[config.mk]
export PLATFORM = sky130hd
export DESIGN_NAME = jr_target_resolve_flat
export DESIGN_NICKNAME = d
export VERILOG_FILES = /design/src/rtl/jr_target_resolve_if.sv /design/src/rtl/jr_target_resolve.sv /design/src/flat_wrapper.sv
export SDC_FILE = /design/constraint.sdc
export NUM_CORES = 1
export LEC_CHECK = 0
export CAP_MARGIN = 10
export CORE_ASPECT_RATIO = 0.5
export CORE_MARGIN = 2
export CORE_UTILIZATION = 38
export CTS_CLUSTER_SIZE = 12
export DETAILED_ROUTE_END_ITERATION = 10
export PLACE_DENSITY = 0.76
export SLEW_MARGIN = 10
export SYNTH_ARGS = -nofsm -noshare
export SYNTH_HDL_FRONTEND = slang
export SYNTH_SLANG_ARGS = --single-unit
[constraint.sdc]
create_clock -name clk -period 1.95 [get_ports clk]
set_input_delay 0.195 -clock clk [delete_from_list [all_inputs] [get_ports clk]]
set_output_delay 0.195 -clock clk [all_outputs]
set_load 0.01 [all_outputs]
[src/rtl/jr_target_resolve_if.sv]
// ID-stage jump-register resolve bus: hazard/forwarding inputs from the pipeline
// and the PC redirect / front-end hold outputs back to it.
interface jr_target_resolve_if #(
  parameter int DATA_W = 32
);
  logic              id_valid;
  logic              id_is_jr;
  logic              flush_in;
  logic [1:0]        ForwardJ;
  logic              stallJ;
  logic [DATA_W-1:0] rf_rdata;
  logic [DATA_W-1:0] exmem_alu_out;
  logic [DATA_W-1:0] memwb_wdata;
  logic              hold;
  logic              pc_redirect;
  logic              flush_ifid;
  logic [DATA_W-1:0] pc_target;
  logic              misaligned;
  logic              err_stall;
  logic [15:0]       jr_count;

  modport master (
    output id_valid, id_is_jr, flush_in, ForwardJ, stallJ,
           rf_rdata, exmem_alu_out, memwb_wdata,
    input  hold, pc_redirect, flush_ifid, pc_target, misaligned,
           err_stall, jr_count
  );

  modport slave (
    input  id_valid, id_is_jr, flush_in, ForwardJ, stallJ,
           rf_rdata, exmem_alu_out, memwb_wdata,
    output hold, pc_redirect, flush_ifid, pc_target, misaligned,
           err_stall, jr_count
  );
endinterface

[src/rtl/jr_target_resolve.sv]
// Holds the front end while a JR/JALR source is unavailable, then latches the
// forwarded jump target and issues a one-cycle PC redirect with IF/ID flush.
module jr_target_resolve #(
  parameter int MAX_STALL = 3,
  parameter int DATA_W    = 32
) (
  input logic           clk,
  input logic           rst_n,
  jr_target_resolve_if.slave jrBus
);

  localparam int CNT_W = $clog2(MAX_STALL + 2);
  localparam logic [CNT_W-1:0] CNT_SAT = CNT_W'(MAX_STALL + 1);
  localparam logic [CNT_W-1:0] CNT_MAX = CNT_W'(MAX_STALL);

  typedef enum logic [1:0] {
    ST_IDLE     = 2'd0,
    ST_WAIT     = 2'd1,
    ST_REDIRECT = 2'd2
  } stateT;

  stateT             state;
  stateT             stateNext;
  logic [CNT_W-1:0]  stallCnt;
  logic              errStall;
  logic [15:0]       jrCount;
  logic [DATA_W-1:0] srcP0;
  logic [DATA_W-1:0] targetP1;
  logic              misalignedP1;
  logic              resolve;
  logic              latchEn;
  logic              startStall;
  logic              keepStall;
  logic              vldP1;

  function automatic logic [CNT_W-1:0] satInc(input logic [CNT_W-1:0] cnt);
    if (cnt >= CNT_SAT) return CNT_SAT;
    return cnt + CNT_W'(1);
  endfunction

  // Encoding 11 is unused by the hazard unit and falls back to the register file
  function automatic logic [DATA_W-1:0] selectSrc(
    input logic [1:0]        fwd,
    input logic [DATA_W-1:0] rfData,
    input logic [DATA_W-1:0] exmemData,
    input logic [DATA_W-1:0] memwbData
  );
    case (fwd)
      2'b01:   return exmemData;
      2'b10:   return memwbData;
      default: return rfData;
    endcase
  endfunction

  // Stage p0: source selection and hazard decode in ID
  assign resolve    = jrBus.id_valid && jrBus.id_is_jr;
  assign srcP0      = selectSrc(jrBus.ForwardJ, jrBus.rf_rdata,
                                jrBus.exmem_alu_out, jrBus.memwb_wdata);
  assign startStall = !jrBus.flush_in && (state == ST_IDLE) && resolve && jrBus.stallJ;
  assign keepStall  = !jrBus.flush_in && (state == ST_WAIT) && jrBus.stallJ;
  assign latchEn    = !jrBus.flush_in && !jrBus.stallJ &&
                      (((state == ST_IDLE) && resolve) || (state == ST_WAIT));

  always_ff @(posedge clk or negedge rst_n) begin
    if (!rst_n) state <= ST_IDLE;
    else        state <= stateNext;
  end

  always_comb begin
    stateNext = state;
    case (state)
      ST_IDLE: begin
        if (resolve) stateNext = jrBus.stallJ ? ST_WAIT : ST_REDIRECT;
      end
      ST_WAIT: begin
        if (!jrBus.stallJ) stateNext = ST_REDIRECT;
      end
      ST_REDIRECT: stateNext = ST_IDLE;
      default:     stateNext = ST_IDLE;
    endcase
    if (jrBus.flush_in) stateNext = ST_IDLE;
  end

  // Reset gates hold so the front end is released the instant rst_n falls
  always_comb begin
    jrBus.hold        = 1'b0;
    vldP1             = 1'b0;
    jrBus.pc_redirect = 1'b0;
    jrBus.flush_ifid  = 1'b0;
    jrBus.misaligned  = 1'b0;
    if (rst_n && (startStall || keepStall)) jrBus.hold = 1'b1;
    if ((state == ST_REDIRECT) && !jrBus.flush_in) begin
      vldP1             = 1'b1;
      jrBus.pc_redirect = 1'b1;
      jrBus.flush_ifid  = 1'b1;
      jrBus.misaligned  = misalignedP1;
    end
  end

  always_ff @(posedge clk or negedge rst_n) begin
    if (!rst_n) begin
      stallCnt <= '0;
      errStall <= 1'b0;
    end else begin
      if (startStall)     stallCnt <= CNT_W'(1);
      else if (keepStall) stallCnt <= satInc(stallCnt);
      else                stallCnt <= '0;
      if (keepStall && (stallCnt >= CNT_MAX)) errStall <= 1'b1;
    end
  end

  // Stage p1: latched jump target, consumed by the redirect cycle
  always_ff @(posedge clk or negedge rst_n) begin
    if (!rst_n) begin
      targetP1     <= '0;
      misalignedP1 <= 1'b0;
    end else if (latchEn) begin
      targetP1     <= {srcP0[DATA_W-1:2], 2'b00};
      misalignedP1 <= |srcP0[1:0];
    end
  end

  always_ff @(posedge clk or negedge rst_n) begin
    if (!rst_n)     jrCount <= '0;
    else if (vldP1) jrCount <= jrCount + 16'd1;
  end

  assign jrBus.pc_target = targetP1;
  assign jrBus.err_stall = errStall;
  assign jrBus.jr_count  = jrCount;

endmodule
[src/flat_wrapper.sv]
// flat-port wrapper written by rule: the top's interface ports become plain ports
module jr_target_resolve_flat 
#(
  parameter int MAX_STALL = 3,
  parameter int DATA_W    = 32
)
  (clk, rst_n, jrBus_id_valid, jrBus_id_is_jr, jrBus_flush_in, jrBus_ForwardJ, jrBus_stallJ, jrBus_rf_rdata, jrBus_exmem_alu_out, jrBus_memwb_wdata, jrBus_hold, jrBus_pc_redirect, jrBus_flush_ifid, jrBus_pc_target, jrBus_misaligned, jrBus_err_stall, jrBus_jr_count);
  jr_target_resolve_if #(.DATA_W(DATA_W)) jrBus_i ();
  input logic clk;
  input logic rst_n;
  input wire logic [$bits(jrBus_i.id_valid)-1:0] jrBus_id_valid;
  input wire logic [$bits(jrBus_i.id_is_jr)-1:0] jrBus_id_is_jr;
  input wire logic [$bits(jrBus_i.flush_in)-1:0] jrBus_flush_in;
  input wire logic [$bits(jrBus_i.ForwardJ)-1:0] jrBus_ForwardJ;
  input wire logic [$bits(jrBus_i.stallJ)-1:0] jrBus_stallJ;
  input wire logic [$bits(jrBus_i.rf_rdata)-1:0] jrBus_rf_rdata;
  input wire logic [$bits(jrBus_i.exmem_alu_out)-1:0] jrBus_exmem_alu_out;
  input wire logic [$bits(jrBus_i.memwb_wdata)-1:0] jrBus_memwb_wdata;
  output wire logic [$bits(jrBus_i.hold)-1:0] jrBus_hold;
  output wire logic [$bits(jrBus_i.pc_redirect)-1:0] jrBus_pc_redirect;
  output wire logic [$bits(jrBus_i.flush_ifid)-1:0] jrBus_flush_ifid;
  output wire logic [$bits(jrBus_i.pc_target)-1:0] jrBus_pc_target;
  output wire logic [$bits(jrBus_i.misaligned)-1:0] jrBus_misaligned;
  output wire logic [$bits(jrBus_i.err_stall)-1:0] jrBus_err_stall;
  output wire logic [$bits(jrBus_i.jr_count)-1:0] jrBus_jr_count;
  assign jrBus_i.id_valid = jrBus_id_valid;
  assign jrBus_i.id_is_jr = jrBus_id_is_jr;
  assign jrBus_i.flush_in = jrBus_flush_in;
  assign jrBus_i.ForwardJ = jrBus_ForwardJ;
  assign jrBus_i.stallJ = jrBus_stallJ;
  assign jrBus_i.rf_rdata = jrBus_rf_rdata;
  assign jrBus_i.exmem_alu_out = jrBus_exmem_alu_out;
  assign jrBus_i.memwb_wdata = jrBus_memwb_wdata;
  assign jrBus_hold = jrBus_i.hold;
  assign jrBus_pc_redirect = jrBus_i.pc_redirect;
  assign jrBus_flush_ifid = jrBus_i.flush_ifid;
  assign jrBus_pc_target = jrBus_i.pc_target;
  assign jrBus_misaligned = jrBus_i.misaligned;
  assign jrBus_err_stall = jrBus_i.err_stall;
  assign jrBus_jr_count = jrBus_i.jr_count;
  jr_target_resolve #(.MAX_STALL(MAX_STALL), .DATA_W(DATA_W)) u_core (.clk(clk), .rst_n(rst_n), .jrBus(jrBus_i));
endmodule
==> flow_summary.ini, run 1 <==
[critical_path]
r2r_setup_slack_ns = 0.27
slowest_delay_ns = 0.52
critical_path_class = reg -> out
largest_delay_share_family_worst_path = buffers and inverters
cp-start-kind = register
critPathSlowestCell = clkdlybuf4s50_1
setup.worst_path.start = u_core.state[1]
worst_ep_arrival_time_ns = 1.67
critical_path_depth = 4
timing.rr.end = u_core.jrBus.pc_target[7]
crit_path_cell_trace = nor3b_2 -> buf_4 -> and2_1 -> clkdlybuf4s50_1
critPathCapture = jrBus_misaligned
sum_of_buffers_and_inverters_on_the_critical_path = 2
critical_path_required_ns = 1.75
path_max_fanout = 4
reg2regPathDepth = 6
kind_of_capture_point_of_the_worst_setup_path = primary output
reg2reg_launch_point = u_core.state[0]

[status]
run_status = finished clean

[final_layout]
finalNonFillerCells = 552
multi_input_comb_area_mm2 = 0.00135
finalNetCount = 565
fillCellCount = 637
fraction_of_layout_cells_with_a_size_suffix_above_1_pct = 11.6
areaGrowthSynthToFinish_pct = 63.9
sequential_cell_area_mm2 = 0.00133
antennaDiodeCount = 0

[route]
dr.pass1.iters = 4
routed_wirelength_mm = 7.53
detailedRoute.firstIterationViolations = 115
wire_per_inst_um = 13.6
via_count = 2692
route.detailed.drc = 0
route.antenna.remaining_nets = 0
drt-vias-per-instance = 4.88

[synth]
synthTopCellsByArea = dfrtp_1 (47%), a22oi_1 (7.9%), o21ai_2 (7.4%), a21oi_1 (5.5%), nand2_1 (5.4%)
synth_enable_flop_cells = 0
synth_async_sr_flop_share_pct = 100
yosys-top-cells-count = dfrtp_1 (53), nand2_1 (41), nor2_1 (39)
area_of_the_mapped_netlist_mm2 = 0.00283
yosys_register_bits = 53
yosys.cell_count.top_type = dfrtp_1
synthesis.instances = 306
synth_largest_type_area_fraction_pct = 46.8
ys_seq_area_share_pct = 46.8
yosysUniqueCellTypes = 29
ys.warnings.count = 0
syn_avg_cell_area_um2 = 9.26
ys_dominant_reg_cell = dfrtp_1
post-synth-top-area-cell = dfrtp_1

[grt]
vias_in_the_first_global_route = 2586
antenna_violations_before_repair = 0
global_route.usage.total_pct = 18.8
grt_remaining_overflow = 0
grt_first_pass_wirelength_mm = 12.4
grt_max_degree = 54

[clock_network]
numClockSinks = 53
cts_htree_levels = 2
clock_tree_from_tritoncts = yes
ctsRootBufferMaster = clkbuf_16
largest_buffer_count_on_any_clock_path = 2
cts-buffers-inserted = 5
count_of_hold_buffers_inserted_by_post_cts_repair = 0
clk_pin_slew_worst_paths_ns = 0.07
worstSkewPairLatency_ns = 0.29

[timing]
setup_slack_ns = 0.0822
timing.final.crit_period_ns = 1.87
slew-limit-headroom_pct = 55.3
slew_violations = 0
setup_viol = 0
worst_pin_slew_ns = 0.670
finalCritPeriodShare_pct = 95.8
final-hold-violation-count = 0
max_clock_freq_mhz = 535
finalClockSkew_ns = 0.00439

[power_and_ir_drop]
power.density_cell_area_mw_per_mm2 = 761
cellLeakagePower_nw = 1.96
ir_drop_mv = 0.467

[floorplan]
initial_core_util_pct = 39.0
rows = 22
core-area_mm2 = 0.00727
die_h_um = 65.1
ios = 157
floorplan.die.width_um = 126
die-area_mm2 = 0.00821

[placed_design]
number_of_placed_cells_counting_well_taps = 542
hpwl_mm = 5.76
place_worst_setup_slack_ns = 0.0257
port_buffers = 154
gp_routability_congestion = 0.774

[hold_path]
min-delay-path-class = in -> async

[run]
maxCapViolations = 0
-- kinds of logic (layout without fill, tap and decap cells) --
logic type / after synthesis / count (layout) / share of synthesized area [%]
AOI/OAI and AO/OA: 99 / 99 / 23.7
adders and majority gates: 6 / 6 / 2.65
and+or+nand+nor: 100 / 100 / 15.5
other: 1 / 2 / 0.132
xor gates and xnor gates: 15 / 15 / 4.64
DFF: 53 / 53 / 46.8
muxes: 1 / 1 / 0.397
buffers and inverters: 31 / 180 / 6.23
-- timing repair --
action / in CTS / in global routing
gates cloned: 0 / 0
resized for setup: 1 / 4
buffers inserted: 2 / 0
setup endpoints to repair: 1 / 2
-- per-stage QoR --
step | hold slack, ns | total power, mW | utilization (%) | TNS (ns) | area (µm²)
3_3_place_gp | 0.366 | 2.50 | 61.1 | 0 | 4440
4_1_cts | 0.0639 | 3.57 | 63.8 | 0 | 4630
3_5_place_dp | 0.381 | 2.52 | 61.1 | 0 | 4440
6_report | 0.0220 | 3.53 | 63.9 | 0 | 4650
5_1_grt | 0.0956 | 3.75 | 63.9 | -0.00595 | 4650
2_1_floorplan | -0.101 | 1.84 | - | 0 | 2840
-- layer usage --
layer  GRT usage [%]  vias up  wire, µm
li1                -     1363         -
met1            22.8     1242      3150
met2            33.1       70      3920
met3            3.63       17       293
met4            8.52        0       165
met5               0        -         0
-- final cells by class --
| cell class | instances | share of cell area (%) |
|---|---|---|
| Sequential cell | 53 | 28.6 |
| Inverter | 7 | 0.566 |
| Tap cell | 96 | 2.59 |
| Multi-Input combinational cell | 223 | 29.0 |
| Clock buffer | 6 | 2.99 |
| Clock inverter | 2 | 0.808 |
| Timing Repair Buffer | 165 | 35.4 |
-- power by group --
part	internal (mW)	total, mW	switching (mW)
Combinational	0.649	1.11	0.461
Sequential	1.27	1.38	0.107
Clock	0.641	1.04	0.404
Total	2.56	3.53	0.971
-- flip-flops by register name (all words and copies together), names as in the netlist --
name and flops:
u_core.jrBus.pc_target 30, u_core.misalignedP1 1, u_core.jrBus.err_stall 1, u_core.state 2, u_core.stallCnt 3, u_core.jrBus.jr_count 16
-- how the worst min path moves through the flow --
stage | start | to | slack, ns | cells past startpoint
final | rst_n | u_core.state[0] | 0.02 | 2
after global routing | rst_n | u_core.state[0] | 0.1 | 2
after CTS | rst_n | u_core.stallCnt[0] | 0.06 | 2
after detailed placement | rst_n | u_core.state[0] | 0.38 | 2
after global placement | rst_n | u_core.state[0] | 0.37 | 2
after floorplan | rst_n | u_core.jrBus.err_stall | -0.10 | 0
-- worst reg2reg max path, stage by stage, from the launching register on --
cell and delay (ns):
dfrtp_2 0.37, buf_4 0.14, a21oi_2 0.04, or4_2 0.60, buf_12 0.22, nand2_1 0.14
o21ai_2 0.05
-- layout by cell type (no fill, tap or decap), types with 2 or more instances in the layout --
| cell type | n |
|---|---|
| nand3_1 | 3 |
| nand2_1 | 41 |
| clkdlybuf4s50_1 | 152 |
| nand4_1 | 5 |
| nor2_1 | 37 |
| xnor2_1 | 10 |
| a21oi_1 | 31 |
| inv_1 | 7 |
| o21ai_2 | 24 |
| o21ai_0 | 6 |
| ha_1 | 5 |
| buf_4 | 9 |
| xor2_1 | 5 |
| nor2_2 | 2 |
| dfrtp_1 | 52 |
| and4_1 | 3 |
| buf_12 | 2 |
| and2_1 | 5 |
| conb_1 | 2 |
| o21ai_1 | 4 |
| a22oi_1 | 30 |
| clkbuf_16 | 5 |
Power figures use the tool's default switching activity.
==> inputs of run 2 (changes only) <==
Settings changed: CTS_CLUSTER_SIZE 12 to not set.
==> results of run 2 <==
The final DEF is identical to that of run 1; final timing and power are the same.
==> inputs of run 3 (changes only) <==
Settings changed: CTS_CLUSTER_SIZE set to 30.
==> results of run 3 <==
The final DEF is identical to that of run 1; final timing and power are the same.
